`config.mk`:
```
export PLATFORM = sky130hd
export DESIGN_NAME = input_vc_ctrl
export DESIGN_NICKNAME = d
export VERILOG_FILES = /design/src/rtl/router_pkg.sv /design/src/rtl/flit_fifo.sv /design/src/rtl/input_vc_ctrl.sv
export SDC_FILE = /design/constraint.sdc
export NUM_CORES = 1
export LEC_CHECK = 0
export CORE_ASPECT_RATIO = 1.4
export CORE_MARGIN = 3
export CORE_UTILIZATION = 35
export CTS_BUF_LIST = sky130_fd_sc_hd__clkbuf_2
export CTS_CLUSTER_SIZE = 20
export DETAILED_ROUTE_END_ITERATION = 8
export GPL_ROUTABILITY_DRIVEN = 1
export PLACE_DENSITY = 0.61
export SLEW_MARGIN = 20
export SYNTH_ARGS = -nofsm -noshare
export SYNTH_HDL_FRONTEND = slang
export SYNTH_SLANG_ARGS = --single-unit
```
`constraint.sdc`:
```
create_clock -name clk -period 2.55 [get_ports clk]
set_input_delay 0.51 -clock clk [delete_from_list [all_inputs] [get_ports clk]]
set_output_delay 0.51 -clock clk [all_outputs]
set_load 0.03 [all_outputs]
```
`src/rtl/router_pkg.sv`:
```
// ---------------------------------------------------------------------------
// router_pkg
// Shared router types and sizes: port and VC counts, mesh coordinate width,
// the output direction encoding, the flit layout, the input-VC controller
// state encoding, and the XY routing helper.
// ---------------------------------------------------------------------------
package router_pkg;

   localparam int NUM_PORTS    = 5;
   localparam int NUM_VCS      = 4;
   localparam int VC_ID_BITS   = 2;
   localparam int DIM_BITS     = 4;
   localparam int PAYLOAD_BITS = 16;

   // The direction value doubles as the port index into the vc_grant,
   // grant_success and credit_ok arrays, so N..L must stay at 0..4.
   typedef enum logic [2:0] {
      DIR_N    = 3'd0,
      DIR_E    = 3'd1,
      DIR_S    = 3'd2,
      DIR_W    = 3'd3,
      DIR_L    = 3'd4,
      DIR_NONE = 3'd7
   } dir_t;

   typedef struct packed {
      logic                    head;
      logic                    tail;
      logic [DIM_BITS-1:0]     dest_x;
      logic [DIM_BITS-1:0]     dest_y;
      logic [PAYLOAD_BITS-1:0] payload;
   } flit_t;

   typedef enum logic [1:0] {
      IDLE,
      RC,
      VA,
      ACTIVE
   } ivc_state_t;

   // Dimension-ordered routing: X is resolved first, then Y, then eject locally.
   function automatic dir_t xy_route(input logic [DIM_BITS-1:0] dest_x,
                                     input logic [DIM_BITS-1:0] dest_y,
                                     input logic [DIM_BITS-1:0] local_x,
                                     input logic [DIM_BITS-1:0] local_y);
      dir_t dir;
      if (dest_x > local_x)      dir = DIR_E;
      else if (dest_x < local_x) dir = DIR_W;
      else if (dest_y > local_y) dir = DIR_N;
      else if (dest_y < local_y) dir = DIR_S;
      else                       dir = DIR_L;
      return dir;
   endfunction

endpackage

```
`src/rtl/flit_fifo.sv`:
```
// ---------------------------------------------------------------------------
// flit_fifo
// Circular flit buffer for one input VC.
// Ports:
//   clk, arst_n        clock, asynchronous active-low reset (empties buffer)
//   wr_en, wr_data     write strobe and flit; accepted when not full, or when
//                      a read happens in the same cycle
//   rd_en              pop the front flit (ignored when empty)
//   rd_data            front flit (meaningful only when not empty)
//   empty, full, count occupancy status
// ---------------------------------------------------------------------------
module flit_fifo
   import router_pkg::*;
#(
   parameter int DEPTH = 4
) (
   input  logic                   clk,
   input  logic                   arst_n,
   input  logic                   wr_en,
   input  flit_t                  wr_data,
   input  logic                   rd_en,
   output flit_t                  rd_data,
   output logic                   empty,
   output logic                   full,
   output logic [$clog2(DEPTH):0] count
);

   localparam int PTR_W = $clog2(DEPTH);
   localparam int CNT_W = PTR_W + 1;

   flit_t             mem [DEPTH];
   logic [PTR_W-1:0]  wr_ptr;
   logic [PTR_W-1:0]  rd_ptr;
   logic              push;
   logic              pop;

   // A write into a full buffer is still taken when the front is leaving in
   // the same cycle: the write lands in the slot being vacated.
   always_comb begin
      empty   = (count == '0);
      full    = (count == CNT_W'(DEPTH));
      pop     = rd_en && !empty;
      push    = wr_en && (!full || pop);
      rd_data = mem[rd_ptr];
   end

   // Pointers wrap naturally because DEPTH is a power of two.
   always_ff @(posedge clk or negedge arst_n) begin
      if (!arst_n) begin
         wr_ptr <= '0;
         rd_ptr <= '0;
         count  <= '0;
      end else begin
         if (push) wr_ptr <= wr_ptr + 1'b1;
         if (pop)  rd_ptr <= rd_ptr + 1'b1;
         count <= count + CNT_W'(push) - CNT_W'(pop);
      end
   end

   // Storage needs no reset; occupancy alone decides what is valid.
   always_ff @(posedge clk) begin
      if (push) mem[wr_ptr] <= wr_data;
   end

endmodule

```
`src/rtl/input_vc_ctrl.sv`:
```
// ---------------------------------------------------------------------------
// input_vc_ctrl
// Per-input-VC controller: buffers flits, XY-routes each head flit, requests
// an output VC, accepts one grant, then competes for the switch until the
// tail flit leaves.
// Ports:
//   clk, arst_n     clock, asynchronous active-low reset
//   in_valid/in_flit  flit write from the upstream link
//   credit_out      pulse when a buffer slot is freed
//   reqva           requested output port while waiting for a VC, else DIR_NONE
//   vc_grant        grants from every output-VC arbiter, indexed [port][vc]
//   grant_success   one-hot acceptance of a grant, same cycle as the grant
//   vc_unlock       pulse when the tail flit departs through the switch
//   credit_ok       downstream VC has at least one credit, indexed [port][vc]
//   sa_req/sa_gnt   switch request; the front flit is popped on the grant
//   out_flit        front flit of the buffer
//   out_port/out_vc output port and VC held for the packet in flight
// ---------------------------------------------------------------------------
module input_vc_ctrl
   import router_pkg::*;
#(
   parameter int                  BUF_DEPTH = 4,
   parameter logic [DIM_BITS-1:0] LOCAL_X   = '0,
   parameter logic [DIM_BITS-1:0] LOCAL_Y   = '0
) (
   input  logic                                 clk,
   input  logic                                 arst_n,
   input  logic                                 in_valid,
   input  flit_t                                in_flit,
   output logic                                 credit_out,
   output dir_t                                 reqva,
   input  logic [NUM_PORTS-1:0][NUM_VCS-1:0]    vc_grant,
   output logic [NUM_PORTS-1:0][NUM_VCS-1:0]    grant_success,
   output logic                                 vc_unlock,
   input  logic [NUM_PORTS-1:0][NUM_VCS-1:0]    credit_ok,
   output logic                                 sa_req,
   input  logic                                 sa_gnt,
   output flit_t                                out_flit,
   output dir_t                                 out_port,
   output logic [VC_ID_BITS-1:0]                out_vc
);

   localparam int CNT_W = $clog2(BUF_DEPTH) + 1;

   ivc_state_t              state;
   flit_t                   front;
   logic                    empty;
   logic                    full;
   logic [CNT_W-1:0]        count;
   logic                    pop;
   logic                    sa_pop;
   logic                    orphan_pop;
   logic                    grant_found;
   logic [VC_ID_BITS-1:0]   grant_vc;
   dir_t                    route;

   flit_fifo #(.DEPTH(BUF_DEPTH)) u_fifo (
      .clk     (clk),
      .arst_n  (arst_n),
      .wr_en   (in_valid),
      .wr_data (in_flit),
      .rd_en   (pop),
      .rd_data (front),
      .empty   (empty),
      .full    (full),
      .count   (count)
   );

   // A body/tail flit at the front while idle has no packet to belong to, so
   // it is dropped and its slot returned upstream immediately.
   always_comb begin
      sa_req     = (state == ACTIVE) && !empty && credit_ok[out_port][out_vc];
      sa_pop     = sa_req && sa_gnt;
      orphan_pop = (state == IDLE) && !empty && !front.head;
      pop        = sa_pop || orphan_pop;
      credit_out = pop;
      vc_unlock  = sa_pop && front.tail;
      out_flit   = front;
      route      = xy_route(front.dest_x, front.dest_y, LOCAL_X, LOCAL_Y);
   end

   // Grant acceptance only looks at the requested port; the downward scan
   // leaves the lowest granted VC as the winner.
   always_comb begin
      grant_success = '0;
      grant_found   = 1'b0;
      grant_vc      = '0;
      if (state == VA) begin
         for (int v = NUM_VCS - 1; v >= 0; v--) begin
            if (vc_grant[out_port][v]) begin
               grant_found = 1'b1;
               grant_vc    = VC_ID_BITS'(v);
            end
         end
         if (grant_found) grant_success[out_port][grant_vc] = 1'b1;
      end
   end

   // Packet state machine. After a tail pop it goes straight back to RC when
   // another flit is buffered or arriving, so back-to-back packets lose no
   // idle cycle.
   always_ff @(posedge clk or negedge arst_n) begin
      if (!arst_n) begin
         state    <= IDLE;
         reqva    <= DIR_NONE;
         out_port <= DIR_NONE;
         out_vc   <= '0;
      end else begin
         case (state)
            IDLE: begin
               if (!empty && front.head) state <= RC;
            end
            RC: begin
               out_port <= route;
               reqva    <= route;
               state    <= VA;
            end
            VA: begin
               if (grant_found) begin
                  out_vc <= grant_vc;
                  reqva  <= DIR_NONE;
                  state  <= ACTIVE;
               end
            end
            ACTIVE: begin
               if (sa_pop && front.tail) begin
                  out_port <= DIR_NONE;
                  state    <= ((count > CNT_W'(1)) || in_valid) ? RC : IDLE;
               end
            end
            default: state <= IDLE;
         endcase
      end
   end

   // Upstream credit protocol violations show up here in simulation.
   assert property (@(posedge clk) disable iff (!arst_n) !(in_valid && full && !pop))
      else $error("input_vc_ctrl: flit written into full buffer, dropped");
   assert property (@(posedge clk) disable iff (!arst_n) !orphan_pop)
      else $error("input_vc_ctrl: non-head flit at front while idle, discarded");

endmodule

```
==> flow_summary.html <==
<table>
<tr><th>Metric</th><th>Value</th></tr>
<tr><th colspan="2">Pwr</th></tr>
<tr><td>Combinational group share of total power</td><td>61.4%</td></tr>
<tr><td>Pwr/cell area</td><td>between 1000 and 1500 nW/um2</td></tr>
<tr><td>Pleak</td><td>3.388 nW</td></tr>
<tr><td>Part of the total power dissipated in the clock network</td><td>roughly 11%</td></tr>
<tr><td>Total power of the final layout</td><td>10.67 mW</td></tr>
<tr><td>Peak supply drop</td><td>0.6701 mV</td></tr>
<tr><td>Part of the total power dissipated in sequential elements</td><td>around 28%</td></tr>
<tr><td>Internal Power</td><td>about 6.6 mW</td></tr>
<tr><td>Sw frac</td><td>38.45%</td></tr>
<tr><td>Sw Pwr</td><td>4.102 mW</td></tr>
<tr><th colspan="2">Routing</th></tr>
<tr><td>DRT iter0 DRCs</td><td>224</td></tr>
<tr><td>Post-detailed-routing wire length</td><td>14980 um</td></tr>
<tr><td>DRT antenna net count</td><td>0</td></tr>
<tr><td>Number of vias per cell</td><td>5.058</td></tr>
<tr><td>Number of detailed-route iterations in the first pass</td><td>4</td></tr>
<tr><td>Average detailed-routed wire length per instance</td><td>18.87 um</td></tr>
<tr><td>Total via count in the routed design</td><td>roughly 4000</td></tr>
<tr><td>Number of DRC violations after detailed routing</td><td>0</td></tr>
<tr><th colspan="2">Worst setup path</th></tr>
<tr><td>Crit path DAT</td><td>2770 ps</td></tr>
<tr><td>Maximum fanout along the worst path</td><td>5</td></tr>
<tr><td>Count of buffer and inverter cells on the critical path</td><td>4</td></tr>
<tr><td>Critical Path Source Type</td><td>register</td></tr>
<tr><td>CP max-delay cell</td><td>dfstp_2</td></tr>
<tr><td>Worst Path Required</td><td>2040 ps</td></tr>
<tr><td>Critical Path, Cell by Cell</td><td>buf_6 &gt; buf_12 &gt; mux2i_2 &gt; a211o_1 &gt; and3_4 &gt; nand4_1 &gt; buf_6 &gt; nor3_2 &gt; buf_4</td></tr>
<tr><td>Delay contributed by the slowest stage of the critical path</td><td>600 ps</td></tr>
<tr><td>Family with the most delay on the worst path</td><td>buffers and inverters</td></tr>
<tr><td>Kind of critical path</td><td>reg2out</td></tr>
<tr><td>Endpoint kind of the worst setup timing path</td><td>output port</td></tr>
<tr><td>CP most frequent cell</td><td>buf_6</td></tr>
<tr><th colspan="2">Timing</th></tr>
<tr><td>Post-route worst setup slack</td><td>-730.7 ps</td></tr>
<tr><td>Setup repair after global routing missed its margin</td><td>yes</td></tr>
<tr><td>Worst slew margin relative to its limit</td><td>51.81%</td></tr>
<tr><td>Layout Skew</td><td>19.57 ps</td></tr>
<tr><td>Transition time of the tightest slew-check pin</td><td>720.6 ps</td></tr>
<tr><td>Post-route fraction of the period consumed by the critical path</td><td>128.7%</td></tr>
<tr><td>Endpoints failing hold</td><td>0</td></tr>
<tr><td>Tightest hold margin</td><td>253.9 ps</td></tr>
<tr><td>Total Neg Setup Slack</td><td>-34140 ps</td></tr>
<tr><td>Number of max-slew violations in the final report</td><td>0</td></tr>
<tr><td>Setup violators final</td><td>roughly 150</td></tr>
<tr><td>Fmax</td><td>304.8 MHz</td></tr>
<tr><td>Final critical delay including setup and external delays</td><td>3281 ps</td></tr>
<tr><th colspan="2">Floorplan</th></tr>
<tr><td>Area inside the core boundary</td><td>15250 um2</td></tr>
<tr><td>Initial core utilization</td><td>between 30 and 40%</td></tr>
<tr><td>DIE WIDTH</td><td>112.5 um</td></tr>
<tr><td>Total die area</td><td>17440 um2</td></tr>
<tr><td>I/O pins</td><td>127</td></tr>
<tr><td>Overall die height</td><td>about 160 um</td></tr>
<tr><td>Row cnt</td><td>53</td></tr>
<tr><th colspan="2">Logic synthesis</th></tr>
<tr><td>Number of synthesized flops with an enable pin</td><td>104</td></tr>
<tr><td>Post-synthesis async set-or-reset flop share</td><td>~14%</td></tr>
<tr><td>Yosys synthesis warning count</td><td>0</td></tr>
<tr><td>Top cell type by total area after synthesis</td><td>edfxtp_1</td></tr>
<tr><td>Area fraction of the dominant cell type after synthesis</td><td>a little under three fifths</td></tr>
<tr><td>Average cell area after synthesis</td><td>15.60 um2</td></tr>
<tr><td>Most frequently used flop master after synthesis</td><td>edfxtp_1</td></tr>
<tr><td>Cells after Synth</td><td>356</td></tr>
<tr><td>Netlist area before placement</td><td>approximately 5600 um2</td></tr>
<tr><td>Area contributors post-synth</td><td>edfxtp_1 (56%), mux4_2 (11%), dfrtp_1 (5.0%)</td></tr>
<tr><td>Proportion of synthesized chip area in sequential cells</td><td>64.02%</td></tr>
<tr><td>Distinct cell type count of the synthesized netlist</td><td>58</td></tr>
<tr><td>Register bit total from synthesis</td><td>121</td></tr>
<tr><td>Syn nets</td><td>438</td></tr>
<tr><th colspan="2">Place</th></tr>
<tr><td>Placed instance area</td><td>7492 um2</td></tr>
<tr><td>Detail Placement HPWL</td><td>9731 um</td></tr>
<tr><td>Total placed cells including tap cells</td><td>714</td></tr>
<tr><td>Routability Congestion</td><td>0.8483</td></tr>
<tr><td>Worst setup slack after placement</td><td>-435.4 ps</td></tr>
<tr><td>Total of buffers placed on input and output ports</td><td>126</td></tr>
<tr><th colspan="2">CTS</th></tr>
<tr><td>Clock transition time at the flip-flop clock pins of the worst setup and hold paths</td><td>180 ps</td></tr>
<tr><td>CTS tree</td><td>yes</td></tr>
<tr><td>Longest Clk Path Bufs</td><td>2</td></tr>
<tr><td>Later-pin clock latency in the skew report</td><td>650 ps</td></tr>
<tr><td>Number of CTS-inserted buffers</td><td>17</td></tr>
<tr><td>Clock sinks</td><td>121</td></tr>
<tr><td>Post-CTS Hold Buffers</td><td>0</td></tr>
<tr><td>Clock Root Buffer</td><td>clkbuf_2</td></tr>
<tr><td>H-tree Lvls</td><td>4</td></tr>
<tr><th colspan="2">Run status</th></tr>
<tr><td>Violated checks</td><td>setup timing</td></tr>
<tr><td>Status</td><td>finished with violations</td></tr>
<tr><th colspan="2">Global routing</th></tr>
<tr><td>Number of global-route vias before repair</td><td>4386</td></tr>
<tr><td>Wire length of the first global-routing pass</td><td>~23000 um</td></tr>
<tr><td>Total grt overflow</td><td>0</td></tr>
<tr><td>Number of antenna violations at the first check in global routing</td><td>1</td></tr>
<tr><td>Largest net degree at the start of global routing</td><td>27</td></tr>
<tr><td>Total routing resource utilization after global routing</td><td>between 15 and 20%</td></tr>
<tr><th colspan="2">Min path</th></tr>
<tr><td>Class of the tightest hold or removal check</td><td>in2async</td></tr>
<tr><th colspan="2">Final layout</th></tr>
<tr><td>Number of nets in the final layout</td><td>670</td></tr>
<tr><td>Area of all placed cells without fillers</td><td>8828 um2</td></tr>
<tr><td>Finished Core Util</td><td>just under 60%</td></tr>
<tr><td>Non-filler cells, final</td><td>~790</td></tr>
<tr><td>FILL cells</td><td>1196</td></tr>
<tr><td>Share of layout cells above drive strength 1</td><td>about 45%</td></tr>
<tr><td>Total area of sequential cells</td><td>3558 um2</td></tr>
<tr><td>Area of the multi-input gates</td><td>2096 um2</td></tr>
<tr><td>Area overhead of the layout relative to synthesis</td><td>58.95%</td></tr>
<tr><th colspan="2">Run</th></tr>
<tr><td>Maximum capacitance violations</td><td>0</td></tr>
</table>
-- logic make-up after synthesis --
family | count (synthesis) | share of synthesized area [%]
AO/OA/AOI/OAI | 49 | 6.646
XOR/XNOR | 5 | 0.7886
adder cells (fa/ha/maj) | 12 | 2.838
buffers and inverters | 34 | 3.176
flip-flops | 121 | 64.02
multiplexers | 40 | 13.13
AND/OR/NAND/NOR | 95 | 9.394
-- state kept, by name (all words and copies together) (netlist names) --
name / cells
out_vc: 2
state: 2
out_port: 3
u_fifo.wr_ptr: 2
u_fifo.mem: 104
u_fifo.count: 3
u_fifo.rd_ptr: 2
reqva: 3
-- final cells by class --
cell class / count / area share, %
diodes: 1 / 0.02834
clock buffers: 17 / 0.9637
clock inverters: 15 / 1.687
inverters: 18 / 0.7937
multi-input cells: 201 / 23.74
flip-flops and latches: 121 / 40.31
well taps: 192 / 2.721
repair buffers: 229 / 29.76
-- routing by layer --
metal / vias to the layer above / wire, um / GRT usage [%]
met5: - / 0 / 0
met4: 0 / 268 / 5.842
met3: 24 / 937 / 4.553
met2: 164 / 8066 / 31.83
met1: 1966 / 5709 / 19.94
li1: 1862 / - / -
-- final timing paths --
| path | end | slack, ps | cells past startpoint | start |
|---|---|---|---|---|
| worst max-delay path | grant_success[11] | -730 | 9 | out_port[0]$_DFFE_PN1P_ |
| worst max register to register | u_fifo.count[1]$_DFF_PN0_ | -340 | 12 | out_port[0]$_DFFE_PN1P_ |
| min in group clk | u_fifo.mem[2][21]$_DFFE_PP_ | 470 | 1 | in_flit[21] |
| max in group asynchronous | reqva[2]$_DFFE_PN1P_ | 1670 | 2 | arst_n |
| worst min-delay path | u_fifo.count[1]$_DFF_PN0_ | 250 | 1 | arst_n |
| worst min register to register | reqva[1]$_DFFE_PN1P_ | 500 | 2 | reqva[1]$_DFFE_PN1P_ |
-- synthesized netlist by cell type, types with 3 or more instances --
cell and instances:
edfxtp_1 104, mux4_2 26, nor2_1 24, inv_1 18, nand2_1 13, o21ai_0 12, dfrtp_1 11, ha_1 11
mux2i_1 11, nor3_1 9, a21oi_1 8, nand2b_1 7, nand3_1 7, nand3b_1 7, dfstp_2 6, and2_1 5
buf_6 5, clkbuf_1 5, a31oi_1 4, a211o_1 3, and3_1 3, buf_2 3, nand4_1 3, or3_1 3
xnor2_1 3
-- power by group through the flow --
stage                     clock network (mW)  registers, mW  logic (mW)
after floorplan                            0           3.04        2.90
after global placement                     0           2.95        4.95
after detailed placement                   0           2.98        5.00
after CTS                               1.21           2.94        6.45
after global routing                    1.32           2.98        6.96
final                                   1.18           2.93        6.55
-- cells in the final DEF, fill, tap and decap left out, types with 8 or more instances in the layout --
| cell | instances |
|---|---|
| nor2_4 | 15 |
| ha_1 | 10 |
| buf_6 | 67 |
| a21oi_1 | 8 |
| inv_1 | 16 |
| clkdlybuf4s50_1 | 73 |
| buf_4 | 51 |
| mux4_2 | 26 |
| nand2_1 | 13 |
| edfxtp_1 | 104 |
| mux2i_1 | 10 |
| buf_12 | 17 |
| dfrtp_1 | 9 |
| clkbuf_2 | 17 |
| o21ai_0 | 11 |
| nor2_1 | 8 |
-- worst register-to-register path, delay by kind of cell, from the launching register on --
family                   cells  cell delay (ps)
XOR/XNOR                     1              100
AO/OA/AOI/OAI                1              380
adder cells (fa/ha/maj)      2              690
multiplexers                 1              290
AND/OR/NAND/NOR              2              370
flip-flops                   1              600
buffers and inverters        5              390
-- what timing repair did --
action,in CTS,in global routing
setup buffers,33,16
endpoints found under the hold margin,0,0
endpoints found under the setup margin,157,159
pin swaps,22,16
gates resized for setup,127,45
cloned,9,2
Note: power is estimated with default switching activity, not from simulation.
